$ cat config.mk
export PLATFORM = sky130hd
export DESIGN_NAME = pipeline_control
export DESIGN_NICKNAME = d
export VERILOG_FILES = /design/src/rtl/pipeline_control.sv
export SDC_FILE = /design/constraint.sdc
export NUM_CORES = 1
export LEC_CHECK = 0
export ABC_CLOCK_PERIOD_IN_PS = 1900
export BUFFER_PORTS_ARGS = -buffer_cell sky130_fd_sc_hd__buf_2
export CORE_MARGIN = 4
export CORE_UTILIZATION = 41
export DETAILED_ROUTE_END_ITERATION = 10
export PLACE_DENSITY = 0.84
export SLEW_MARGIN = 20
export SYNTH_ARGS = -nofsm -noshare
export SYNTH_HDL_FRONTEND = slang
export SYNTH_SLANG_ARGS = --single-unit
export TNS_END_PERCENT = 20
$ cat constraint.sdc
create_clock -name clk -period 1.9 [get_ports clk]
set_input_delay 0.38 -clock clk [delete_from_list [all_inputs] [get_ports clk]]
set_output_delay 0.38 -clock clk [all_outputs]
set_load 0.05 [all_outputs]
$ cat src/rtl/pipeline_control.sv
// pipeline_control: stall/flush sequencer for a 5-stage pipeline with redirect bubbles and halt drain/park.
// Optional perf counters enabled by defining PIPE_CTRL_PERF_CNT_EN.
module pipeline_control #(
  parameter int REDIRECT_BUBBLES = 1,
  parameter int DRAIN_CYCLES = 4
) (
  input  logic        clk,
  input  logic        rst,
  input  logic        load_use_stall,
  input  logic        ex_branch_taken,
  input  logic        if_busy,
  input  logic        mem_busy,
  input  logic        halt_req,
  input  logic        resume_req,
  output logic        pc_en,
  output logic        if_id_en,
  output logic        id_ex_en,
  output logic        ex_mem_en,
  output logic        mem_wb_en,
  output logic        if_id_flush,
  output logic        id_ex_flush,
  output logic        halted,
  output logic [1:0]  ctrl_state,
  output logic [31:0] stall_cycles,
  output logic [31:0] flush_count
);
  typedef enum logic [1:0] {RUN, REDIRECT, DRAIN, HALTED} state_t;
  state_t state, state_n;
  logic [3:0] cnt, cnt_n;
  logic redirect, drain_adv;
  assign ctrl_state = state;
  assign drain_adv = state == DRAIN;
  always_comb begin
    state_n = state;
    cnt_n = cnt;
    redirect = 1'b0;
    pc_en = 1'b1;
    if_id_en = 1'b1;
    id_ex_en = 1'b1;
    ex_mem_en = 1'b1;
    mem_wb_en = 1'b1;
    if_id_flush = 1'b0;
    id_ex_flush = 1'b0;
    if (rst) begin
      state_n = RUN;
      cnt_n = '0;
    end else if (state == HALTED || mem_busy) begin
      {pc_en, if_id_en, id_ex_en, ex_mem_en, mem_wb_en} = '0;
      if (state == HALTED && resume_req) state_n = RUN;
    end else if (ex_branch_taken) begin
      if_id_flush = 1'b1;
      id_ex_flush = 1'b1;
      redirect = 1'b1;
      if (drain_adv) begin
        cnt_n = cnt + 4'd1;
        state_n = cnt == 4'(DRAIN_CYCLES - 1) ? HALTED : DRAIN;
      end else begin
        state_n = REDIRECT_BUBBLES > 1 ? REDIRECT : RUN;
        cnt_n = 4'(REDIRECT_BUBBLES - 1);
      end
    end else if (state == REDIRECT) begin
      if_id_flush = 1'b1;
      cnt_n = cnt - 4'd1;
      state_n = cnt == 4'd1 ? RUN : REDIRECT;
    end else if (state == DRAIN || halt_req) begin
      // halt entry already drives drain outputs; the ID instruction still proceeds
      pc_en = 1'b0;
      if_id_en = !load_use_stall;
      if_id_flush = !load_use_stall;
      id_ex_flush = load_use_stall;
      if (state == RUN) begin
        state_n = DRAIN;
        cnt_n = '0;
      end else if (!load_use_stall) begin
        cnt_n = cnt + 4'd1;
        state_n = cnt == 4'(DRAIN_CYCLES - 1) ? HALTED : DRAIN;
      end
    end else if (load_use_stall) begin
      pc_en = 1'b0;
      if_id_en = 1'b0;
      id_ex_flush = 1'b1;
    end else if (if_busy) begin
      pc_en = 1'b0;
      if_id_flush = 1'b1;
    end
  end
  always_ff @(posedge clk) begin
    state <= rst ? RUN : state_n;
    cnt <= rst ? '0 : cnt_n;
    halted <= !rst && state_n == HALTED;
  end
`ifdef PIPE_CTRL_PERF_CNT_EN
  always_ff @(posedge clk) begin
    if (rst) begin
      stall_cycles <= '0;
      flush_count <= '0;
    end else begin
      if (!pc_en && state != HALTED) stall_cycles <= stall_cycles + 32'd1;
      if (redirect) flush_count <= flush_count + 32'd1;
    end
  end
`else
  assign stall_cycles = '0;
  assign flush_count = '0;
`endif
endmodule

Yosys cells after proc, flatten, opt, wreduce, memory -nomap -nowiden

Index checks and enable logic that the tools add are counted.

Output and inout port bits: 74
Register bits: 7
Input port bits: 8
Word-level logic and storage cells: 67

$add $sub $neg: 2
Muxes and demuxes: 45
Equal/unequal tests: 7
Bitwise gates (word level): 1
Reduce and logical (&&, ||, !) cells: 9

Operators with widths:

| kind                                                                     | number |
|---|---|
| 1-bit two-way mux                                                        | 30 |
| 4-bit two-way mux                                                        | 6 |
| 2-bit two-way mux                                                        | 9 |
| 2-bit equality test (second input constant)                              | 3 |
| 4-bit by 1-bit adder with 4-bit output (second input constant)           | 1 |
| 4-bit by 1-bit equality test with 1-bit output (second input constant)   | 1 |
| 4-bit by 2-bit equality test with 1-bit output (second input constant)   | 1 |
| 4-bit by 1-bit inequality test with 1-bit output (second input constant) | 1 |
| 4-bit by 1-bit subtractor with 4-bit output (second input constant)      | 1 |
| 3-bit AND reduction                                                      | 1 |
| 3-bit nonzero test                                                       | 1 |
| 2-bit by 1-bit equality test with 1-bit output (second input constant)   | 1 |
| 1-bit logical AND                                                        | 2 |
| 1-bit logical NOT                                                        | 2 |
| 2-bit logical NOT                                                        | 1 |
| 1-bit logical OR                                                         | 2 |
| 1-bit NOT                                                                | 1 |

Logic depth before layout (Yosys ltp)

Word-level depth: 11
Depth in mapped cells: 6
Depth with buffers taken out: 6

Least setup slack after synthesis

No wires, ideal clock.

Path type: reg-to-output
Start: register state[1], in the netlist ctrl_state[1]
End: output port if_id_flush
Setup slack: -0.855 ns
Arrival: 2.375 ns
Data required time: 1.520 ns
Stages on the path, launching flop included: 7
Path buffers: 2
Path through: dfxtp_1 > buf_4 > buf_6 > nand2b_1 > a21oi_1 > nor3_1 > nor3b_1

Cells in the longest elaborated chain, start to end: 7
Elaborated cells between the ends (all ways): 10
Classes of those cells: eq/ne: 3; mux: 5; reduce/logical: 2

Ends and longest elaborated chain:

| what                   | RTL line | source |
|---|---|---|
| from (decl)            | 28       | `state_t state, state_n;` |
| from (signal assigned) | 88       | `state <= rst ? RUN : state_n;` |
| 2-bit equality test    | 65       | `end else if (state == DRAIN \|\| halt_req) begin` |
| 1-bit logical OR       | 65       |  |
| 1-bit two-way mux      | 65       |  |
| 1-bit two-way mux      | 61       | `end else if (state == REDIRECT) begin` |
| 1-bit two-way mux      | 50       | `end else if (ex_branch_taken) begin` |
| 1-bit two-way mux (*)  | 47       | `end else if (state == HALTED \|\| mem_busy) begin` |
| 1-bit two-way mux (*)  | 44       | `if (rst) begin` |
| to (decl)              | 20       | `output logic if_id_flush,` |

Mark *: on every way between the ends. The rest lies on a longest branch, timed or not.

Worst setup path after layout

Start: register state[0], in the netlist ctrl_state[0]
End: output port if_id_flush

The elaborated chain is that of the path after synthesis.

==> impl_metrics.yaml <==
outcome:
  status: "finished, final reports clean"
floorplan:
  ios: 82
  dieArea_mm2: 0.003769
  dieHeight_um: 61.39
  rows: 19
  start_util: 0.4275
  core_area_mm2: 0.002734
  die_w_um: 61.39
final_layout:
  post-route-util: 0.3867
  ff_latch_area_um2: 147.6
  drive_gt1_frac: 0.2548
  antenna_cells: 0
  nNetsFinal: 169
  multi_input_comb_area_um2: 738.2
  nFillCells: 296
  final_cell_count_no_fill: 188
  syn_to_final_growth_pct: -9.529
  fin_area_mm2: 0.001057
clocking:
  cts_sinks: 7
  tritoncts: "built"
  insertion_delay_ns: 0.26
  clk_pin_slew_ns: 0.05
  postCtsSetupBuffers: 0
  holdBufCountCts: 0
  clk_path_buf_depth: 2
  cts-htree-levels: 1
  cts_buffers: 3
  root_buffer: "clkbuf_4"
placement:
  dpl.cell_count: 184
  post_dp_cell_area_mm2: 0.001005
  gp_congestion: 0.8402
  portBuffers: 17
  dp_slack_ns: 0.2002
  hpwl_um: 1532
timing:
  skew_ns: 0.003149
  period_share: 0.9462
  max_freq_mhz: 556.3
  hold-worst-slack_ns: 0.4799
  rsz0062_at_grt: "no"
  hold_violations: 0
  setup_slack_ns: 0.1023
  finalSetupViolCount: 0
  slew_viol_final: 0
  min_period_ns: 1.798
  finalSetupTns_ns: 0
critical_path:
  cp.arrival_ns: 1.42
  crit_fanout: 19
  worst_ep_required_time_ns: 1.52
  end_kind: "primary output"
  cp-start-kind: "flip-flop"
  crit_type: "flip-flop to primary output"
route:
  drt_iter0_markers: 27
  drt-total-wl_um: 1941
  via_per_inst: 4.176
  wire_per_inst_um: 10.32
  route.vias.total: 785
  drc: 0
  drtAntennaViolNets: 0
  first_pass_iters: 4
synth:
  yosys_most_used_dff: "dfxtp_1"
  synth_compound_area_frac: 0.1499
  ys_ff_latch: 7
  synthArstFlopShare: 0
  synth_area_leaders: "buf_4 (44%), dfxtp_1 (12%), a21oi_1 (3.9%)"
  synth-edff-count: 0
  synthXorXnorAreaFrac: 0.007495
  yosysUniqueCellTypes: 40
  syn_avg_cell_area_um2: 8.059
  syn_inst: 145
  synthSimpleGateAreaFrac: 0.1874
  synth.mux.area_fraction: 0.01820
  synth.largest_area_cell: "buf_4"
  yosysSeqAreaShare: 0.1199
  synth_area_mm2: 0.001169
  yosys_warnings: 0
  synthAdderAreaFrac: 0.03212
  synth_top_family_by_area: "buffers and inverters"
  synth_top_area_frac: 0.4368
global_route:
  antenna_found_initial: 0
  grt_use_total: 0.09593
  grt_max_degree: 20
  gr-total-overflow: 0
  grt_pass1_vias: 578
  grt_pass1_wl_um: 2601
power:
  design_power_total_uw: 701.8
  power.leakage_nw: 0.5100
  power.density_mw_per_mm2: 663.8
  irDropWorstVdd_mv: 0.4153
worst_hold_path:
  min_path_type: "input pin to flip-flop"
job:
  maxCapViolCount: 0
[power breakdown]
group          total, mW  switching (mW)  internal, mW
clock network      0.145          0.0639        0.0807
registers          0.158         0.00960         0.149
logic              0.399           0.357        0.0414
[worst paths after layout]
| path | to | cells after the start | slack, ns | start |
|---|---|---|---|---|
| min | ctrl_state[0] | 2 | 0.48 | rst |
| max | if_id_flush | 5 | 0.10 | ctrl_state[0] |
| max reg2reg | halted | 5 | 0.19 | cnt[0] |
| min reg2reg | cnt[0] | 2 | 0.54 | cnt[0] |
[critical path: stages (launching register included)]
cell      delay (ns)
dfxtp_4         0.41
nand2b_4        0.17
a21oi_2         0.13
nor3_2          0.07
nor3b_4         0.19
buf_6           0.18
[area by class of cell]
cell class | count | share of cell area
Multi-Input combinational cell | 125 | 0.6982
Inverter | 4 | 0.01420
Tap cell | 31 | 0.03669
Clock buffer | 4 | 0.02485
Sequential cell | 7 | 0.1396
Timing Repair Buffer | 17 | 0.08639
[cells in the final DEF (no fill, tap or decap), types with 2 or more instances in the layout]
| cell | netlist | layout |
|---|---|---|
| conb_1 | 1 | 64 |
| buf_2 | 0 | 16 |
| a21oi_1 | 9 | 7 |
| nand2b_1 | 6 | 5 |
| dfxtp_1 | 7 | 5 |
| inv_1 | 4 | 4 |
| nor2_1 | 4 | 4 |
| nand2_1 | 3 | 3 |
| ha_1 | 3 | 3 |
| clkbuf_4 | 0 | 3 |
| a31oi_1 | 2 | 2 |
| or3b_2 | 2 | 2 |
| nor2b_1 | 2 | 2 |
| nor3_2 | 0 | 2 |
| a21oi_2 | 0 | 2 |
| or3_1 | 2 | 2 |
| dfxtp_4 | 0 | 2 |
[repair_timing]
item                                    4_1_cts  5_1_grt
endpoints found under the setup margin        1        5
pin swaps                                     0        0
gates resized for setup                       2        4
hold endpoints to repair                      0        0
[synth_stat cells, types with 2 or more instances]
cell and count:
a21oi_1 9, a31oi_1 2, buf_4 68, buf_6 3
dfxtp_1 7, ha_1 3, inv_1 4, nand2_1 3
nand2b_1 6, nor2_1 4, nor2b_1 2, nor3_1 3
nor3b_1 2, or3_1 2, or3b_2 2
[registers in the layout, indices dropped and copies added, names as in the netlist]
name and flops:
ctrl_state 2, halted 1, cnt 4
[cell families after synthesis]
logic type      Yosys count
flops                     7
other cells               1
fa+ha+maj                 3
compound gates           22
mux                       2
xor+xnor                  1
simple gates             33
buf+inv                  76
[metal layers]
layer,part of all wire,GRT usage
met1,0.37,0.1219
met2,0.46,0.1344
met3,0.14,0.04193
met4,0.022,0.05455
met5,0,0
Power figures use the tool's default switching activity.
